**config.mk**
```make
export PLATFORM = sky130hd
export DESIGN_NAME = sdram_arbiter
export DESIGN_NICKNAME = d
export VERILOG_FILES = /design/src/rtl/sdram_arb_pkg.sv /design/src/rtl/sdram_arbiter_picker.sv /design/src/rtl/sdram_arbiter.sv
export SDC_FILE = /design/constraint.sdc
export NUM_CORES = 1
export LEC_CHECK = 0
export BUFFER_PORTS_ARGS = -buffer_cell sky130_fd_sc_hd__buf_4
export CORE_AREA = 2 2 138 140
export CTS_BUF_LIST = sky130_fd_sc_hd__clkbuf_4 sky130_fd_sc_hd__clkbuf_8
export CTS_CLUSTER_DIAMETER = 30
export DETAILED_ROUTE_END_ITERATION = 10
export DIE_AREA = 0 0 140 142
export PLACE_DENSITY = 0.65
export SLEW_MARGIN = 20
export SYNTH_ARGS = -nofsm -noshare
export SYNTH_HDL_FRONTEND = slang
export SYNTH_SLANG_ARGS = --single-unit
```
**constraint.sdc**
```tcl
create_clock -name i_clk -period 4.8 [get_ports i_clk]
set_input_delay 0.48 -clock i_clk [delete_from_list [all_inputs] [get_ports i_clk]]
set_output_delay 0.48 -clock i_clk [all_outputs]
set_load 0.05 [all_outputs]
```
**src/rtl/sdram_arb_pkg.sv**
```systemverilog
// Shared types and default sizing for the SDRAM arbiter.
package sdram_arb_pkg;

  localparam int N_PORT_DEF = 4;
  localparam int ADDR_W_DEF = 23;
  localparam int DATA_W_DEF = 32;

  typedef enum logic [1:0] {
    IDLE      = 2'd0,
    ISSUE     = 2'd1,
    WAIT_DATA = 2'd2,
    DONE      = 2'd3
  } state_t;

endpackage

```
**src/rtl/sdram_arbiter_picker.sv**
```systemverilog
// Combinational winner selection: first pending port at or after 'start',
// scanning upward and wrapping past N_PORT-1 back to port 0.
module arb_picker #(
  parameter int N_PORT = 4,
  parameter int GW     = 2
) (
  input  logic [N_PORT-1:0] pending,
  input  logic [GW-1:0]     start,
  output logic [GW-1:0]     winner,
  output logic              any
);

  // Scan from the farthest offset down to offset 0 so the port closest to
  // 'start' is the last one to overwrite the result.
  always_comb begin
    int idx;
    winner = '0;
    any    = 1'b0;
    idx    = 0;
    for (int i = N_PORT - 1; i >= 0; i--) begin
      idx = int'(start) + i;
      if (idx >= N_PORT) idx = idx - N_PORT;
      if (pending[idx]) begin
        winner = GW'(idx);
        any    = 1'b1;
      end
    end
  end

endmodule

```
**src/rtl/sdram_arbiter.sv**
```systemverilog
// Multi-port arbiter in front of an Avalon-style SDRAM controller.
// One transfer in flight at a time; each requester gets a one-cycle
// req_finished pulse when its transfer completes.
// Build option: define SDRAM_ARB_RR_EN for round-robin arbitration starting
// after the last granted port; otherwise fixed priority with port 0 highest.
//
// state     | meaning
// ----------+--------------------------------------------------------------
// IDLE      | no transfer; pick a winner among pending ports and latch it
// ISSUE     | command on the SDRAM bus, held while sd_waitrequest is high
// WAIT_DATA | read accepted, waiting for sd_readdatavalid
// DONE      | pulse req_finished for the granted port, requests ignored
module sdram_arbiter
  import sdram_arb_pkg::*;
#(
  parameter int N_PORT = N_PORT_DEF,
  parameter int ADDR_W = ADDR_W_DEF,
  parameter int DATA_W = DATA_W_DEF,
  localparam int GW    = (N_PORT > 1) ? $clog2(N_PORT) : 1
) (
  input  logic                       i_clk,
  input  logic                       i_rst,
  input  logic [N_PORT-1:0]          req_read,
  input  logic [N_PORT-1:0]          req_write,
  input  logic [N_PORT*ADDR_W-1:0]   req_addr,
  input  logic [N_PORT*DATA_W-1:0]   req_writedata,
  output logic [DATA_W-1:0]          req_readdata,
  output logic [N_PORT-1:0]          req_finished,
  output logic [ADDR_W-1:0]          sd_address,
  output logic                       sd_read,
  output logic                       sd_write,
  output logic [DATA_W-1:0]          sd_writedata,
  input  logic [DATA_W-1:0]          sd_readdata,
  input  logic                       sd_readdatavalid,
  input  logic                       sd_waitrequest,
  output logic [GW-1:0]              o_grant
);

  state_t              state;
  state_t              state_nxt;
  logic [GW-1:0]       grant;
  logic                op_write;
  logic [ADDR_W-1:0]   addr_q;
  logic [DATA_W-1:0]   wdata_q;
  logic [DATA_W-1:0]   rdata_q;
  logic [N_PORT-1:0]   pending;
  logic [N_PORT-1:0]   grant_onehot;
  logic [GW-1:0]       pick_start;
  logic [GW-1:0]       winner;
  logic                any_pending;

  assign pending      = req_read | req_write;
  assign grant_onehot = {{(N_PORT-1){1'b0}}, 1'b1} << grant;

`ifdef SDRAM_ARB_RR_EN
  // Resume the search just after the port served last.
  assign pick_start = (grant == GW'(N_PORT - 1)) ? '0 : grant + GW'(1);
`else
  assign pick_start = '0;
`endif

  arb_picker #(
    .N_PORT (N_PORT),
    .GW     (GW)
  ) u_picker (
    .pending (pending),
    .start   (pick_start),
    .winner  (winner),
    .any     (any_pending)
  );

  // State register.
  always_ff @(posedge i_clk or posedge i_rst) begin
    if (i_rst) state <= IDLE;
    else       state <= state_nxt;
  end

  // Next-state decode and bus/handshake outputs.
  always_comb begin
    state_nxt    = state;
    sd_read      = 1'b0;
    sd_write     = 1'b0;
    req_finished = '0;
    case (state)
      IDLE: begin
        if (any_pending) state_nxt = ISSUE;
      end
      ISSUE: begin
        sd_read  = ~op_write;
        sd_write = op_write;
        if (!sd_waitrequest) state_nxt = op_write ? DONE : WAIT_DATA;
      end
      WAIT_DATA: begin
        if (sd_readdatavalid) state_nxt = DONE;
      end
      DONE: begin
        req_finished = grant_onehot;
        state_nxt    = IDLE;
      end
      default: state_nxt = IDLE;
    endcase
  end

  // Latch the winning request in IDLE and capture read data in WAIT_DATA;
  // a readdatavalid arriving in any other state is ignored.
  always_ff @(posedge i_clk or posedge i_rst) begin
    if (i_rst) begin
      grant    <= GW'(N_PORT - 1);
      op_write <= 1'b0;
      addr_q   <= '0;
      wdata_q  <= '0;
      rdata_q  <= '0;
    end else begin
      if (state == IDLE && any_pending) begin
        grant    <= winner;
        op_write <= req_write[winner];
        addr_q   <= req_addr[int'(winner)*ADDR_W +: ADDR_W];
        wdata_q  <= req_writedata[int'(winner)*DATA_W +: DATA_W];
      end
      if (state == WAIT_DATA && sd_readdatavalid) rdata_q <= sd_readdata;
    end
  end

  assign sd_address   = addr_q;
  assign sd_writedata = wdata_q;
  assign req_readdata = rdata_q;
  assign o_grant      = grant;

endmodule

```
### Word level (Yosys, flattened, before mapping)

Index checks and enable logic that the tools add are counted.

* shift-type cells: 3
* reduce and logical (&&, ||, !) cells: 4
* multiply operators: 1
* eq/ne operators: 6
* bitwise gates (word level): 2
* $lt $le $gt $ge: 1
* multiplexer cells: 18

Operators by type and width (number)
* $shiftx A128 B8 Y32: 1
* $shiftx A92 B8 Y23: 1
* $mux W2: 7
* $mux W1: 8
* $pmux W2 S4: 1
* $mul A2 B5 Y7 const B: 1
* $ne A2 B2 Y1 const B: 3
* $eq A2 B2 Y1 const B: 2
* $mux W4: 1
* $or A4 B4 Y4: 1
* $shl A1 B2 Y4 const A: 1
* $lt A2 B3 Y1 const B: 1
* $reduce_and A3 Y1: 1
* $bmux W1 S2: 1
* $eq A2 B1 Y1 const B: 1
* $logic_and A1 B1 Y1: 2
* $logic_not A2 Y1: 1
* $not A1 Y1: 1

* bits in registers: 92
* output and inout port bits: 95

### Depth between registers and ports, before layout

Gate-level depths: netlist (run 1).

* depth in word-level cells: 7
* gate-level depth with buffers: 7
* gate-level depth less buffers: 6

### Modules after synthesis

From an unflattened synthesis (run 1), not the netlist that was laid out.

* cell total of the unflattened synthesis: 429
* area total of the unflattened synthesis: 5277.6 µm²

By module, submodules not included
* sdram_arbiter: area each 5200.0 µm², cells each 416, times used 1
* arb_picker: area each 77.6 µm², cells each 13, times used 1

### Least setup slack after synthesis (run 1)

OpenSTA, ideal clock, no wires.

* kind: reg-to-output
* start point: register state[0]
* end point: output req_finished[0]
* stages on the path, launching flop included: 3
* path buffers: 0
* arrival: 1.747 ns
* path slack: 2.573 ns
* cell sequence: dfrtp_1 > ha_1 > nor3b_1

* longest elaborated chain between the ends: 2

Ends and longest elaborated chain
* start: declaration: RTL line sdram_arbiter.sv:39 `state_t state;`
* start signal: assignment: RTL line sdram_arbiter.sv:75 `else state <= state_nxt;`
* $eq A2 B2 Y1: RTL line sdram_arbiter.sv:84 `case (state)`
* $mux W4: RTL line sdram_arbiter.sv:84
* end: declaration: RTL line sdram_arbiter.sv:28 `output logic [N_PORT-1:0] req_finished,`

No other way between the ends.

### Final worst setup path (run 1)

* start point: input req_read[3]
* end point: register addr_q[14] (netlist: sd_address[14])

* longest elaborated chain between the ends: 7
* elaborated cells on any way between the ends: 12
* those cells by class: mul (1); shift (1); mux (8); bitwise (1); reduce/logical (1)

Ends and longest elaborated chain
* start: declaration: RTL line sdram_arbiter.sv:23 `input logic [N_PORT-1:0] req_read,`
* $or A4 B4 Y4 (*): RTL line sdram_arbiter.sv:52 `assign pending = req_read | req_write;`
* $mux W2 (4 in a row): RTL line sdram_arbiter_picker.sv:23 `if (pending[idx]) begin`
* $mul A2 B5 Y7: RTL line sdram_arbiter.sv:117 `addr_q <= req_addr[int'(winner)*ADDR_W +: ADDR_W];`
* $shiftx A92 B8 Y23: RTL line sdram_arbiter.sv:117
* end signal: assignment: RTL line sdram_arbiter.sv:117
* end: declaration: RTL line sdram_arbiter.sv:43 `logic [ADDR_W-1:0] addr_q;`

Mark *: on every way between the ends. The rest lies on a longest branch, timed or not.
A chain may end at the register's enable or synchronous reset.

==> results.sh, run 1 <==
export IMPL_outcome="finished, violations left"
export IMPL_violations="DRC"
export IMPL_wl_per_cell_um=18.0
export IMPL_drtPass1Iterations=11
export IMPL_vias_per_cell=4.97
export IMPL_cts_resized=0
export IMPL_grt_pass1_vias=5156
export IMPL_setup_viol=0
export IMPL_finalHoldViolations=0
export IMPL_insertion_delay_ns=0.38
export IMPL_clock_skew_final_ns=0.00795
export IMPL_synth_area_leaders="dfrtp_1, o22ai_1, o41ai_1, mux2_2, nor2_1"
export IMPL_worstMarginPinSlew_ns=0.751
export IMPL_gp_congestion=0.825
export IMPL_die_w_um=140
export IMPL_fin_crit_sh=0.452
export IMPL_syn_area_per_cell_um2=9.73
export IMPL_ios=359
export IMPL_synth_area_leader_cell="dfrtp_1"
export IMPL_peakVddDrop_mv=0.299
export IMPL_placed_cells=1053
export IMPL_synth_fa_ha_area_frac=0.0130
export IMPL_ys_warnings_count=0
export IMPL_r2r_start="state[0]"
export IMPL_grt_overflow=0
export IMPL_cts_sinks=92
export IMPL_core_area_um2=18500
export IMPL_cts_tree="done"
export IMPL_hold_path_class="in2async"
export IMPL_synth_simple_area_share=0.112
export IMPL_final_core_util=0.427
export IMPL_synth_mux_area_frac=0.0772
export IMPL_synth_edff_count=0
export IMPL_r2r_slack_ns=2.63
export IMPL_yosys_cell_count_top_type="dfrtp_1"
export IMPL_relSlewSlack=0.499
export IMPL_io_buffers=358
export IMPL_worstReg2RegEnd="sd_writedata[25]"
export IMPL_numCtsBuffers=9
export IMPL_area_growth_pct=63.8
export IMPL_yosys_top_cells_count="dfrtp_1, o22ai_1, nor2_1"
export IMPL_post_route_min_period_ns=2.17
export IMPL_setup_tns_ns=0
export IMPL_final_max_slew_viol_count=0
export IMPL_dpl_hpwl_mm=14.5
export IMPL_antenna_found_initial=0
export IMPL_synth_nets=764
export IMPL_routed_wl_mm=19.3
export IMPL_finalNonFillerCells=1070
export IMPL_yosys_register_bits=92
export IMPL_start_kind="input pin"
export IMPL_drc=18
export IMPL_final_cell_area_um2=7890
export IMPL_pre_cts_ws_ns=1.93
export IMPL_rows=50
export IMPL_final_setup_worst_slack_ns=2.63
export IMPL_syn_area_um2=4820
export IMPL_post_dp_cell_area_um2=7670
export IMPL_p_leak_nw=3.84
export IMPL_path_class="in2reg"
export IMPL_maxCapViolCount=0
export IMPL_grt_first_pass_wirelength_mm=28.4
export IMPL_nFillCells=1811
export IMPL_worst_r2r_path_depth=6
export IMPL_async_flop_share=1.00
export IMPL_synth_top_area_share=0.468
export IMPL_crit_fanout=67
export IMPL_power_density_nw_per_um2=652
export IMPL_synth_compound_area_frac=0.262
export IMPL_yosysUniqueCellTypes=31
export IMPL_max_freq_ghz=0.461
export IMPL_root_buffer="clkbuf_8"
export IMPL_die_h_um=142
export IMPL_cts_buffer_depth=2
export IMPL_power_mw=5.14
export IMPL_diodes=0
export IMPL_die_area_um2=19900
export IMPL_holdBufCountCts=0
export IMPL_worstSetupEndpointType="flop"
export IMPL_start_util=0.261
export IMPL_vias=5315
export IMPL_postCtsSetupBuffers=0
export IMPL_synth_top_family_by_area="compound AO/OA/AOI/OAI gates"
export IMPL_drtIter0Drc=395
export IMPL_layout_nets=1100
export IMPL_syn_inst=495
export IMPL_grt_max_degree=68
export IMPL_ant_nets=0
export IMPL_rsz0062_at_grt="no"
export IMPL_cp_required_ns=5.06
export IMPL_holdWs_ns=0.130
export IMPL_cts_clk_slew_worst_paths_ns=0.10
export IMPL_synth_xor_area_share=0
export IMPL_htreeDepth=3
export IMPL_dominantRegCellSynth="dfrtp_1"
export IMPL_drive_gt1_frac=0.511
export IMPL_crit_arrival_ns=2.43
export IMPL_yosysSeqAreaShare=0.479
export IMPL_grt_usage=0.182
-- power breakdown --
part / switching, mW / internal [mW]
Combinational: 2.11 / 1.09
Clock: 0.327 / 0.213
Sequential: 0.226 / 1.18
-- registers in the layout, summed over array words and instances (netlist names) --
signal / flops
req_readdata: 32
sd_writedata: 32
sd_address: 23
o_grant: 2
state: 2
op_write: 1
-- logic make-up (layout without fill, tap and decap cells) --
group	Yosys count	count (layout)
buf+inv	51	392
flops	92	92
fa+ha+maj	5	5
simple gates	134	134
mux	33	33
compound gates	180	180
-- placed cells by master (no fill, tap or decap), drive strengths merged, types with 2 or more instances in the layout --
cell type	count
nor2b	2
a21oi	32
o41ai	55
dfstp	2
o21ai	3
buf	368
mux2	33
dfrtp	90
o31ai	4
clkbuf	10
nand2	60
nor2	62
or4	2
clkinvlp	2
inv	11
ha	5
o22ai	83
-- per-layer routing --
metal | vias to the layer above | GRT usage | share of wire
met2 | 221 | 0.308 | 0.50
met3 | 24 | 0.0370 | 0.069
met1 | 2509 | 0.233 | 0.41
met4 | 0 | 0.0654 | 0.020
met5 | - | 0 | 0
li1 | 2561 | - | -
-- worst max path at each step --
stage,startpoint,endpoint,depth (start not counted)
floorplan,i_rst,op_write,1
global placement,req_read[3],sd_writedata[31],5
detailed placement,req_read[3],sd_address[4],6
CTS,req_read[3],sd_address[14],6
global route,state[1],sd_address[13],6
finish,req_read[3],sd_address[14],7
-- cell type report --
| class | instances | area, um2 | area share |
|---|---|---|---|
| Timing Repair Buffer | 368 | 2800 | 0.354 |
| Sequential cell | 92 | 2300 | 0.292 |
| Multi-Input combinational cell | 352 | 2270 | 0.288 |
| Tap cell | 234 | 293 | 0.0371 |
| Clock buffer | 10 | 138 | 0.0175 |
| Clock inverter | 6 | 55.1 | 0.00698 |
| Inverter | 8 | 32.5 | 0.00413 |
-- critical path, cell delays in order --
cell and delay [ns]:
buf_4 0.12, or4_1 0.66, o21ai_4 0.44, buf_16 0.24, buf_12 0.29, nand2_1 0.09, o41ai_1 0.07
(Power assumes the default switching activity.)
==> run 2, diff against run 1 <==
- ABC_AREA: unset -> 1
- CORE_AREA: 2 2 138 140 -> 2 2 140 142
- DIE_AREA: 0 0 140 142 -> 0 0 142 144
- PLACE_DENSITY: 0.65 -> 0.74
- clock period: 4.8 -> 2.1 ns (I/O delays scaled with it)
==> results.sh, run 2 <==
export IMPL_outcome="finished clean"
export IMPL_synth_edff_count=0
export IMPL_peakVddDrop_mv=0.546
export IMPL_crit_arrival_ns=1.56
export IMPL_post_route_min_period_ns=1.77
export IMPL_grt_overflow=0
export IMPL_io_buffers=358
export IMPL_numCtsBuffers=9
export IMPL_synth_nets=1284
export IMPL_async_flop_share=1.00
export IMPL_grt_first_pass_wirelength_mm=33.2
export IMPL_synth_area_leader_cell="dfrtp_1"
export IMPL_synth_mux_area_frac=0.0554
export IMPL_drtIter0Drc=279
export IMPL_ys_warnings_count=0
export IMPL_yosysUniqueCellTypes=24
export IMPL_wl_per_cell_um=13.7
export IMPL_final_core_util=0.504
export IMPL_post_dp_cell_area_um2=9390
export IMPL_final_max_slew_viol_count=0
export IMPL_internal_power_mw=5.51
export IMPL_crit_fanout=5
export IMPL_vias_per_cell=4.61
export IMPL_drc=0
export IMPL_mostFrequentLayoutCell="buf_4"
export IMPL_diodes=0
export IMPL_swShare=0.534
export IMPL_max_freq_ghz=0.563
export IMPL_routed_wl_mm=21.6
export IMPL_yosys_cell_count_top_type="nand2_1"
export IMPL_grt_pass1_vias=6739
export IMPL_fin_crit_sh=0.845
export IMPL_gp_congestion=0.901
export IMPL_nFillCells=1934
export IMPL_drive_gt1_frac=0.324
export IMPL_die_h_um=144
export IMPL_antenna_found_initial=0
export IMPL_synth_top_area_share=0.346
export IMPL_vias=7281
export IMPL_final_cell_area_um2=9610
export IMPL_rows=51
export IMPL_postCtsSetupBuffers=0
export IMPL_cts_clk_slew_worst_paths_ns=0.12
export IMPL_setup_tns_ns=0
export IMPL_met3WireLength_mm=1.77
export IMPL_die_area_um2=20400
export IMPL_dominantRegCellSynth="dfrtp_1"
export IMPL_yosysSeqAreaShare=0.355
export IMPL_finalHoldViolations=0
export IMPL_finalNonFillerCells=1579
export IMPL_syn_inst=1015
export IMPL_synth_xor_area_share=0
export IMPL_worstSetupEndpointType="primary output"
export IMPL_insertion_delay_ns=0.39
export IMPL_cts_tree="done"
export IMPL_synth_fa_ha_area_frac=0.00962
export IMPL_grt_usage=0.205
export IMPL_power_frac_clock=0.106
export IMPL_path_class="reg2out"
export IMPL_worstMarginPinSlew_ns=0.506
export IMPL_ios=359
export IMPL_cts_sinks=92
export IMPL_grt_max_degree=93
export IMPL_relSlewSlack=0.663
export IMPL_syn_area_um2=6500
export IMPL_met1Wirelength_mm=8.59
export IMPL_synth_top_family_by_area="simple AND/OR/NAND/NOR gates"
export IMPL_final_setup_worst_slack_ns=0.325
export IMPL_yosys_top_cells_count="nand2_1, inv_1, nand3_1"
export IMPL_top_layer_used="met4"
export IMPL_power_mw=11.8
export IMPL_htreeDepth=3
export IMPL_hold_path_class="in2reg"
export IMPL_start_util=0.341
export IMPL_drtPass1Iterations=5
export IMPL_mostFrequentLayoutCells="buf_4, nand2_1, inv_1"
export IMPL_seq_power_share=0.270
export IMPL_layout_nets=1605
export IMPL_yosys_register_bits=92
export IMPL_maxCapViolCount=0
export IMPL_p_sw_mw=6.30
export IMPL_placed_cells=1562
export IMPL_syn_area_per_cell_um2=6.40
export IMPL_cp_required_ns=1.89
export IMPL_cts_buffer_depth=2
export IMPL_die_w_um=142
export IMPL_p_leak_nw=5.93
export IMPL_synth_compound_area_frac=0.00905
export IMPL_holdWs_ns=0.0409
export IMPL_wl_met2_mm=10.7
export IMPL_start_kind="flop"
export IMPL_synth_simple_area_share=0.384
export IMPL_synth_area_leaders="dfrtp_1, nand2_1, nand3_1, inv_1, mux2_2"
export IMPL_core_area_um2=19100
export IMPL_area_growth_pct=47.8
export IMPL_setup_viol=0
export IMPL_power_density_nw_per_um2=1230
export IMPL_dpl_hpwl_mm=16.2
export IMPL_ant_nets=0
export IMPL_root_buffer="clkbuf_8"
export IMPL_clock_skew_final_ns=0.0130
export IMPL_pre_cts_ws_ns=0.390
export IMPL_rsz0062_at_grt="no"
export IMPL_power_share_combinational=0.624
-- run 2: changes by cell type after synthesis, moves of 35 or more --
cell	previous run	this run
o41ai_1	55	0
nand3_1	1	222
inv_1	8	232
nor2_1	62	5
buf_2	3	38
o22ai_1	83	0
nand2_1	60	339
-- run 2: worst paths after layout --
| kind | start | depth (start not counted) | slack [ns] | to |
|---|---|---|---|---|
| min in group asynchronous | i_rst | 4 | 0.51 | req_readdata[20] |
| worst min register to register | sd_address[4] | 2 | 0.49 | sd_address[4] |
| max in group asynchronous | i_rst | 4 | 1.19 | o_grant[0] |
| worst max-delay path | o_grant[1] | 3 | 0.33 | req_finished[2] |
| worst max register to register | state[0] | 7 | 0.55 | op_write |
| worst min-delay path | sd_readdata[15] | 2 | 0.04 | req_readdata[15] |
-- run 2: timing repair --
| action | in CTS | in global routing |
|---|---|---|
| resized for setup | 0 | 0 |
| endpoints found under the hold margin | 90 | 0 |
| hold buffers | 1 | 0 |
-- run 2: cell type report --
type                            count  area (um2)  area share
Clock buffer                        9         124      0.0129
Clock inverter                      7        81.3     0.00846
Inverter                          235         886      0.0922
Multi-Input combinational cell    625        2990       0.311
Sequential cell                    92        2300       0.240
Tap cell                          238         298      0.0310
Timing Repair Buffer              373        2930       0.305
-- run 2: cells by family after synthesis --
kind of cell    Yosys count
simple gates            579
buf+inv                 298
flops                    92
mux                      32
compound gates            9
fa+ha+maj                 5
-- run 2: critical path, stage by stage, from the launching register on --
cell     delay (ns)
dfstp_2        0.60
inv_1          0.07
nor3_1         0.26
buf_4          0.25
-- run 2: per-layer routing --
| layer | global-route usage | up-vias |
|---|---|---|
| met2 | 0.362 | 298 |
| met3 | 0.0576 | 30 |
| met1 | 0.241 | 3280 |
| met5 | 0 | - |
| li1 | - | 3673 |
| met4 | 0.0689 | 0 |
-- run 2: power groups by stage --
stage	clock network [mW]	logic, mW	registers (mW)
6_report	1.25	7.37	3.19
3_3_place_gp	0	7.33	3.18
2_1_floorplan	0	2.08	6.10
3_5_place_dp	0	7.43	3.21
4_1_cts	1.30	7.43	3.19
5_1_grt	1.36	7.86	3.29
==> run 3, diff against run 2 <==
- clock period: 2.1 -> 1.8 ns (I/O delays scaled with it)
==> results.sh, run 3 (synthesized netlist as in run 2, its figures left out) <==
export IMPL_outcome="finished clean"
export IMPL_numCtsBuffers=9
export IMPL_cts_buffer_depth=2
export IMPL_rsz0062_at_grt="no"
export IMPL_die_area_um2=20400
export IMPL_ant_nets=0
export IMPL_post_route_min_period_ns=1.65
export IMPL_gp_congestion=0.844
export IMPL_grt_usage=0.204
export IMPL_vias=7236
export IMPL_peakVddDrop_mv=0.603
export IMPL_layout_nets=1605
export IMPL_grt_first_pass_wirelength_mm=33.2
export IMPL_crit_fanout=4
export IMPL_crit_arrival_ns=1.47
export IMPL_start_util=0.341
export IMPL_path_class="reg2out"
export IMPL_grt_pass1_vias=6655
export IMPL_final_core_util=0.501
export IMPL_routed_wl_mm=21.7
export IMPL_antenna_found_initial=0
export IMPL_cts_sinks=92
export IMPL_mostFrequentLayoutCells="buf_4, nand2_1, inv_1"
export IMPL_fin_crit_sh=0.919
export IMPL_cp_required_ns=1.62
export IMPL_insertion_delay_ns=0.37
export IMPL_p_leak_nw=5.91
export IMPL_area_growth_pct=47.1
export IMPL_relSlewSlack=0.300
export IMPL_mostFrequentLayoutCell="buf_4"
export IMPL_rows=51
export IMPL_worstSetupEndpointType="primary output"
export IMPL_cts_clk_slew_worst_paths_ns=0.11
export IMPL_diodes=0
export IMPL_ios=359
export IMPL_grt_overflow=0
export IMPL_die_w_um=142
export IMPL_hold_path_class="in2reg"
export IMPL_start_kind="flop"
export IMPL_power_density_nw_per_um2=1440
export IMPL_max_freq_ghz=0.604
export IMPL_root_buffer="clkbuf_8"
export IMPL_cts_tree="done"
export IMPL_drc=0
export IMPL_postCtsSetupBuffers=0
export IMPL_finalHoldViolations=0
export IMPL_core_area_um2=19100
export IMPL_io_buffers=358
export IMPL_dpl_hpwl_mm=15.9
export IMPL_grt_max_degree=95
export IMPL_maxCapViolCount=0
export IMPL_die_h_um=144
export IMPL_htreeDepth=3
export IMPL_worstMarginPinSlew_ns=1.05
export IMPL_wl_per_cell_um=13.7
export IMPL_power_mw=13.7
export IMPL_hp_start="sd_readdata[4]"
export IMPL_holdBufCountCts=1
export IMPL_startpoint="state[1]"
export IMPL_final_max_slew_viol_count=0
export IMPL_r2r_start="state[0]"
export IMPL_drtPass1Iterations=5
export IMPL_clock_skew_final_ns=0.0111
export IMPL_vias_per_cell=4.58
export IMPL_drive_gt1_frac=0.324
export IMPL_setup_viol=0
export IMPL_cts_resized=0
export IMPL_drtIter0Drc=276
==> run 3: final cells by class <==
type                    instances  area, um2
inverters                     235        886
multi-input cells             625       2990
repair buffers                373       2900
fillers                      1940       9520
flip-flops and latches         92       2300
clock inverters                 7       57.6
clock buffers                   9        124
well taps                     238        298
==> run 3: report_power, final <==
group	leakage, nW	switching (mW)	internal (mW)
registers	1.11	0.605	3.12
clock network	0.0938	0.808	0.527
logic	4.70	5.89	2.80
total	5.91	7.30	6.44
==> run 3: stage by stage <==
stage	cell area (um2)	cells	hold slack, ns	TNS (ns)	setup slack (ns)
6_report	9560	1579	0.0299	0	0.145
5_1_grt	9560	1579	0.00463	0	0.0224
4_1_cts	9560	1579	0.000887	0	0.0995
3_5_place_dp	9370	1562	0.369	-0.840	-0.0992
3_3_place_gp	9370	1562	0.366	-0.406	-0.0867
2_1_floorplan	6500	1015	0.330	-0.801	-0.274
==> run 3: critical path, cell delays in order, from the launching register on <==
cell and delay [ns]:
dfrtp_1 0.41, ha_1 0.19, inv_1 0.09, nor3_1 0.17, buf_4 0.24
==> run 3: worst paths after layout <==
kind,depth (start not counted),to,slack (ns)
max reg2reg,5,req_readdata[23],0.27
min in group asynchronous,4,req_readdata[20],0.49
min reg2reg,2,sd_writedata[11],0.49
max,4,req_finished[2],0.15
max in group asynchronous,4,sd_address[7],0.86
min,2,req_readdata[4],0.03
==> run 3: routing by layer <==
layer  routed length (um)  track usage  vias up  share of wire
met5                    0            0        -              0
met4                  556       0.0800        0          0.026
met3                 1560       0.0450       36          0.072
met2                10800        0.363      285           0.50
met1                 8790        0.240     3237           0.41
li1                     -            -     3678              -
